$ cat src/rtl/game_over_glyph_fetch_pkg.sv
// Shared definitions for the GAME OVER glyph source: character codes, FSM states,
// the fixed text map and the 8x horizontal pixel expansion.
package game_over_glyph_fetch_pkg;

    localparam int unsigned GAME_OVER_TEXT_LEN = 9;
    localparam int unsigned CODE_W             = 4;
    localparam int unsigned FONT_ROW_W         = 3;
    localparam int unsigned FONT_W             = 8;
    localparam int unsigned PIX_W              = 64;

    typedef enum logic [CODE_W-1:0] {
        CH_BLANK = 4'd0,
        CH_G     = 4'd1,
        CH_A     = 4'd2,
        CH_M     = 4'd3,
        CH_E     = 4'd4,
        CH_O     = 4'd5,
        CH_V     = 4'd6,
        CH_R     = 4'd7
    } char_code_e;

    typedef enum logic [1:0] {
        ST_IDLE   = 2'd0,
        ST_REVEAL = 2'd1,
        ST_HOLD   = 2'd2
    } state_e;

    // Column -> character for "GAME OVER"; column 4 is the space.
    function automatic char_code_e text_char(input logic [CODE_W-1:0] col);
        char_code_e c;
        case (col)
            4'd0:    c = CH_G;
            4'd1:    c = CH_A;
            4'd2:    c = CH_M;
            4'd3:    c = CH_E;
            4'd5:    c = CH_O;
            4'd6:    c = CH_V;
            4'd7:    c = CH_E;
            4'd8:    c = CH_R;
            default: c = CH_BLANK;
        endcase
        return c;
    endfunction

    // Each font bit becomes 8 output pixels; font bit 7 lands in pixel bits [63:56].
    function automatic logic [PIX_W-1:0] expand_row(input logic [FONT_W-1:0] font);
        return {{8{font[7]}}, {8{font[6]}}, {8{font[5]}}, {8{font[4]}},
                {8{font[3]}}, {8{font[2]}}, {8{font[1]}}, {8{font[0]}}};
    endfunction

endpackage

$ cat src/rtl/game_over_glyph_fetch_font_rom.sv
// 8x8 font for the letters of "GAME OVER"; pure combinational lookup, row 0 = top.
module font_rom_8x8
    import game_over_glyph_fetch_pkg::*;
(
    input  logic [3:0] code,
    input  logic [2:0] row,
    output logic [7:0] row_bits_c
);

    logic [0:7][7:0] glyph;

    always_comb begin
        glyph = 64'h0;
        case (code)
            CH_G:    glyph = 64'h3C66_C0C0_CE66_3E00;
            CH_A:    glyph = 64'h183C_6666_7E66_6600;
            CH_M:    glyph = 64'hC6EE_FED6_C6C6_C600;
            CH_E:    glyph = 64'hFEC0_C0FC_C0C0_FE00;
            CH_O:    glyph = 64'h7CC6_C6C6_C6C6_7C00;
            CH_V:    glyph = 64'hC6C6_C6C6_6C38_1000;
            CH_R:    glyph = 64'hFCC6_C6FC_D8CC_C600;
            default: glyph = 64'h0;
        endcase
        row_bits_c = glyph[row];
    end

endmodule

$ cat src/rtl/game_over_glyph_fetch.sv
// GAME OVER glyph source: letter-by-letter reveal paced by vsync, optional blink in HOLD,
// and a 2-stage text-map / font pipeline feeding 64-pixel upscaled glyph rows.
module game_over_glyph_fetch
    import game_over_glyph_fetch_pkg::*;
#(
    parameter int unsigned REVEAL_FRAMES = 8,
    parameter int unsigned BLINK_FRAMES  = 30,
    parameter int unsigned TEXT_LEN      = GAME_OVER_TEXT_LEN
) (
    input  logic        pclk,
    input  logic        rst,
    input  logic        game_over,
    input  logic        vsync_in,
    input  logic [7:0]  char_yx_game_over,
    input  logic [7:0]  char_line_game_over,
    output logic [63:0] char_pixels_game_over,
    output logic        reveal_done
);

    localparam logic [7:0] REVEAL_LAST  = 8'(REVEAL_FRAMES - 1);
    localparam logic [7:0] BLINK_LAST   = 8'(BLINK_FRAMES - 1);
    localparam logic [3:0] TEXT_LEN_4   = 4'(TEXT_LEN);
    localparam logic       BLINK_ENABLE = (BLINK_FRAMES != 0);

    state_e      state_q, state_d;
    logic [3:0]  shown_q, shown_d;
    logic [7:0]  frame_cnt_q, frame_cnt_d;
    logic [7:0]  blink_cnt_q, blink_cnt_d;
    logic        blink_off_q, blink_off_d;
    logic        reveal_done_q, reveal_done_d;
    logic        vs_q;
    logic [3:0]  code_q, code_d;
    logic [63:0] pix_q, pix_d;

    logic        tick;
    logic [3:0]  cell_row;
    logic [3:0]  cell_col;
    logic        visible;
    logic [7:0]  font_bits_c;
    logic [1:0]  unused_line_bits;

    assign tick             = vsync_in & ~vs_q;
    assign cell_row         = char_yx_game_over[7:4];
    assign cell_col         = char_yx_game_over[3:0];
    assign unused_line_bits = char_line_game_over[7:6];

    // Reveal/blink FSM; dropping game_over overrides everything, including a tick.
    always_comb begin
        state_d     = state_q;
        shown_d     = shown_q;
        frame_cnt_d = frame_cnt_q;
        blink_cnt_d = blink_cnt_q;
        blink_off_d = blink_off_q;

        if (!game_over) begin
            state_d     = ST_IDLE;
            shown_d     = 4'd0;
            frame_cnt_d = 8'd0;
            blink_cnt_d = 8'd0;
            blink_off_d = 1'b0;
        end else begin
            case (state_q)
                ST_IDLE: begin
                    state_d     = ST_REVEAL;
                    shown_d     = 4'd1;
                    frame_cnt_d = 8'd0;
                    blink_cnt_d = 8'd0;
                    blink_off_d = 1'b0;
                end
                ST_REVEAL: begin
                    if (shown_q >= TEXT_LEN_4) begin
                        state_d = ST_HOLD;
                    end else if (tick) begin
                        if (frame_cnt_q == REVEAL_LAST) begin
                            frame_cnt_d = 8'd0;
                            shown_d     = shown_q + 4'd1;
                            if ((shown_q + 4'd1) >= TEXT_LEN_4) begin
                                state_d = ST_HOLD;
                            end
                        end else begin
                            frame_cnt_d = frame_cnt_q + 8'd1;
                        end
                    end
                end
                ST_HOLD: begin
                    if (BLINK_ENABLE && tick) begin
                        if (blink_cnt_q == BLINK_LAST) begin
                            blink_cnt_d = 8'd0;
                            blink_off_d = ~blink_off_q;
                        end else begin
                            blink_cnt_d = blink_cnt_q + 8'd1;
                        end
                    end
                end
                default: begin
                    state_d     = ST_IDLE;
                    shown_d     = 4'd0;
                    frame_cnt_d = 8'd0;
                    blink_cnt_d = 8'd0;
                    blink_off_d = 1'b0;
                end
            endcase
        end

        reveal_done_d = (state_d == ST_HOLD);
    end

    // S1: text map with reveal/blink masking.
    always_comb begin
        visible = (cell_row == 4'd0) && (cell_col < TEXT_LEN_4) &&
                  (cell_col < shown_q) && !blink_off_q;
        code_d  = visible ? text_char(cell_col) : CH_BLANK;
    end

    font_rom_8x8 u_font_rom (
        .code       (code_q),
        .row        (char_line_game_over[5:3]),
        .row_bits_c (font_bits_c)
    );

    // S2: font row for the line presented this cycle, upscaled 8x.
    always_comb begin
        pix_d = expand_row(font_bits_c);
    end

    always_ff @(posedge pclk) begin
        vs_q <= vsync_in;
        if (rst) begin
            state_q       <= ST_IDLE;
            shown_q       <= 4'd0;
            frame_cnt_q   <= 8'd0;
            blink_cnt_q   <= 8'd0;
            blink_off_q   <= 1'b0;
            reveal_done_q <= 1'b0;
            code_q        <= 4'd0;
            pix_q         <= 64'd0;
        end else begin
            state_q       <= state_d;
            shown_q       <= shown_d;
            frame_cnt_q   <= frame_cnt_d;
            blink_cnt_q   <= blink_cnt_d;
            blink_off_q   <= blink_off_d;
            reveal_done_q <= reveal_done_d;
            code_q        <= code_d;
            pix_q         <= pix_d;
        end
    end

    assign char_pixels_game_over = pix_q;
    assign reveal_done           = reveal_done_q;

endmodule

$ cat config.mk
export PLATFORM = sky130hd
export DESIGN_NAME = game_over_glyph_fetch
export DESIGN_NICKNAME = d
export VERILOG_FILES = /design/src/rtl/game_over_glyph_fetch_pkg.sv /design/src/rtl/game_over_glyph_fetch_font_rom.sv /design/src/rtl/game_over_glyph_fetch.sv
export SDC_FILE = /design/constraint.sdc
export NUM_CORES = 1
export LEC_CHECK = 0
export BUFFER_PORTS_ARGS = -buffer_cell sky130_fd_sc_hd__buf_2
export CAP_MARGIN = 20
export CORE_AREA = 2 2 98 100
export CTS_CLUSTER_DIAMETER = 80
export DETAILED_ROUTE_END_ITERATION = 16
export DIE_AREA = 0 0 100 102
export SLEW_MARGIN = 20
export SYNTH_ARGS = -nofsm -noshare
export SYNTH_HDL_FRONTEND = slang
export SYNTH_SLANG_ARGS = --single-unit
$ cat constraint.sdc
create_clock -name pclk -period 6.3 [get_ports pclk]
set_clock_uncertainty 0.15 [all_clocks]
set_input_delay 0.63 -clock pclk [delete_from_list [all_inputs] [get_ports pclk]]
set_output_delay 0.63 -clock pclk [all_outputs]
set_load 0.05 [all_outputs]
==> results.md <==
* CTS clock-pin slew for the worst setup and hold paths at 0.07 ns
* Worst slew margin at 44.0%
* Async set-or-reset flop fraction in the synthesized netlist at 0%
* Largest net degree at the start of global routing at 29
* Source of the worst hold timing path: vsync_in
* CP Cell Sequence: inv_1 -> ha_1 -> or3b_1 -> a21oi_1 -> nand2_1 -> or4_2 -> a31oi_1
* Syn avg cell area at 7.66 sq um
* First-pass GRT wire length at 9530 um
* Max IR drop VDD at 0.0000902 V
* ANT nets after route at 0
* Critical path's slowest cell: a21oi_1
* Hold Vio Cnt, Final at 0
* Top cells by area, synth: dfxtp_1 26%, buf_4 16%, ha_1 6.5%
* Grt total ovfl at 0
* Worst-path fanout max at 11
* Hold Buf Count CTS at 0
* Reg2reg setup slack at 3.52 ns
* CTS tree: done
* Worst setup EP type: flip-flop
* Reg-to-reg endpoint: frame_cnt_q[7]
* Multi-input gate area at 1500 sq um
* H-Tree Depth at 2
* Area grow syn2layout at 5.00%
* Netlist cell types at 54
* Hold Crit Class: input pin to flip-flop
* Worst Tran Pin Value at 0.839 ns
* CP arrival at 2.84 ns
* Initial antenna violation count at 0
* Fmax at 360 MHz
* Initial drt markers at 98
* WHS Path Cells at 1
* Placed inst area at 2740 sq um
* Crit-path leading delay family: simple AND/OR/NAND/NOR gates
* Post-synth top cells: 57 x buf_4, 42 x nor2_1, 35 x dfxtp_1
* Unrepaired setup endpoints after global routing: false
* Yosys top cell by area: dfxtp_1
* Gr usage total at 11.4%
* Synth warnings at 0
* Post-layout util at 31.2%
* Clk_lat worst skew at 0.29 ns
* Fill cells at 972
* Post-CTS Resized at 0
* Postcts setup bufs at 0
* Status: completed
* CTS root buffer: clkbuf_8
* Final Max Tran Viols at 0
* Power Density at 177 nW/um^2
* Count leader, synth: buf_4
* CP Launch Type: flip-flop
* Fin crit period at 2.78 ns
* Register area at 701 sq um
* # setup viols final at 0
* Iteration count of the initial detailed-routing pass at 4
* TritonCTS Buffers at 5
* Via count at 2,314
* Reg2Reg Depth at 7
* Core ar. at 9110 sq um
* Leakage at 1.25 nW
* Die area at 10,200 sq um
* Proportion of layout cells with a drive suffix above 1 at 23.3%
* Clock buffer depth at 2
* CTS Sinks at 35
* Worst path buffer plus inverter count at 1
* Worst Path Required at 6.37 ns
* Main synth FF type: dfxtp_1
* I/O pins at 85
* IO Port Bufs at 71
* CP max stage delay at 0.63 ns
* Sequential area share after synthesis at 25.9%
* Die span in x at 100 um
* Hold slack final at 0.315 ns
* Post-synth EDFFs at 0
* Max Cap Violations at 0
* Gpl congestion at 0.856
* Share of the synthesized area in the top cell type at 25.9%
* Synth Cell Area at 2700 sq um
* CP Class: flip-flop to flip-flop
* Nets at 399
* DR DRC count at 0
* Vias per std cell at 4.86
* Total routed wirelength at 5770 um
* Period Utilization, post-route at 44.1%
* Worst R2R Start: shown_q[1]
* # rows at 35
* Pwr Total at 0.503 mW
* # diodes at 0
* Starting Density at 29.7%
* Gate count after technology mapping at 353
* Vias in the first global route at 2,056
* WHS Endpoint: vs_q
* Post-DP HPWL at 4200 um
* Post-route cell area at 2840 sq um
* Yosys reg bits at 35
* Routed wire length per instance at 12.1 um
* Post-Route Setup TNS at 0 ns
* Die Y at 102 um
-- worst reg2reg max path, cell delays in order, from the launching register on --
cell and delay, ns:
dfxtp_1 0.38, inv_1 0.11, ha_1 0.20, or3b_1 0.39
a21oi_1 0.63, nand2_1 0.10, or4_2 0.62, a31oi_1 0.14
-- sequential cells by signal (all words and copies together), names as in the netlist --
register,count
blink_cnt_q,8
frame_cnt_q,8
char_pixels_game_over,7
shown_q,4
code_q,3
state_q,2
blink_off_q,1
reveal_done,1
vs_q,1
-- kinds of logic after synthesis --
family	after synthesis	share of synthesized area, %
xor gates and xnor gates	14	4.54
DFF	35	25.9
muxes	5	1.94
other	1	0.139
adders and majority gates	14	6.48
AOI/OAI and AO/OA	84	19.6
and+or+nand+nor	116	21.8
buffers and inverters	84	19.6
-- per-layer routing --
layer  wire, um  vias to the layer above  GRT usage [%]
li1           -                     1182              -
met1       2530                     1052           14.1
met2       2860                       70           19.9
met3        302                       10           2.33
met4         85                        0           3.79
met5          0                        -              0
-- report_power, final --
group,switching [mW],internal [mW]
Clock,0.0813,0.116
Combinational,0.0595,0.0202
Sequential,0.00312,0.223
Total,0.144,0.360
-- placed cells by master (no fill, tap or decap), drive strengths merged, types with 8 or more instances in the layout --
master and n:
dfxtp 35, conb 8, ha 14, nand2b 10
nor2 42, inv 10, nand2 18, nand3 13
o21ai 19, buf 71, xor2 8, a21oi 27
-- per-stage QoR --
step	instances	setup WS (ns)
floorplan	360	4.14
global placement	469	3.64
detailed placement	469	3.55
CTS	476	3.56
global route	476	3.34
finish	476	3.52
-- layout make-up --
class,count,share of cell area [%]
flip-flops and latches,35,24.7
clock inverters,1,1.06
clock buffers,6,2.56
well taps,111,4.89
inverters,11,1.46
repair buffers,71,12.5
multi-input cells,241,52.8
-- worst max path at each step --
stage | start | to | depth (start not counted)
after CTS | shown_q[1] | frame_cnt_q[7] | 7
after global routing | shown_q[1] | frame_cnt_q[7] | 7
after detailed placement | shown_q[1] | frame_cnt_q[7] | 7
after global placement | shown_q[1] | frame_cnt_q[7] | 7
final | shown_q[1] | frame_cnt_q[7] | 7
after floorplan | shown_q[1] | frame_cnt_q[0] | 8
(Power assumes the default switching activity.)
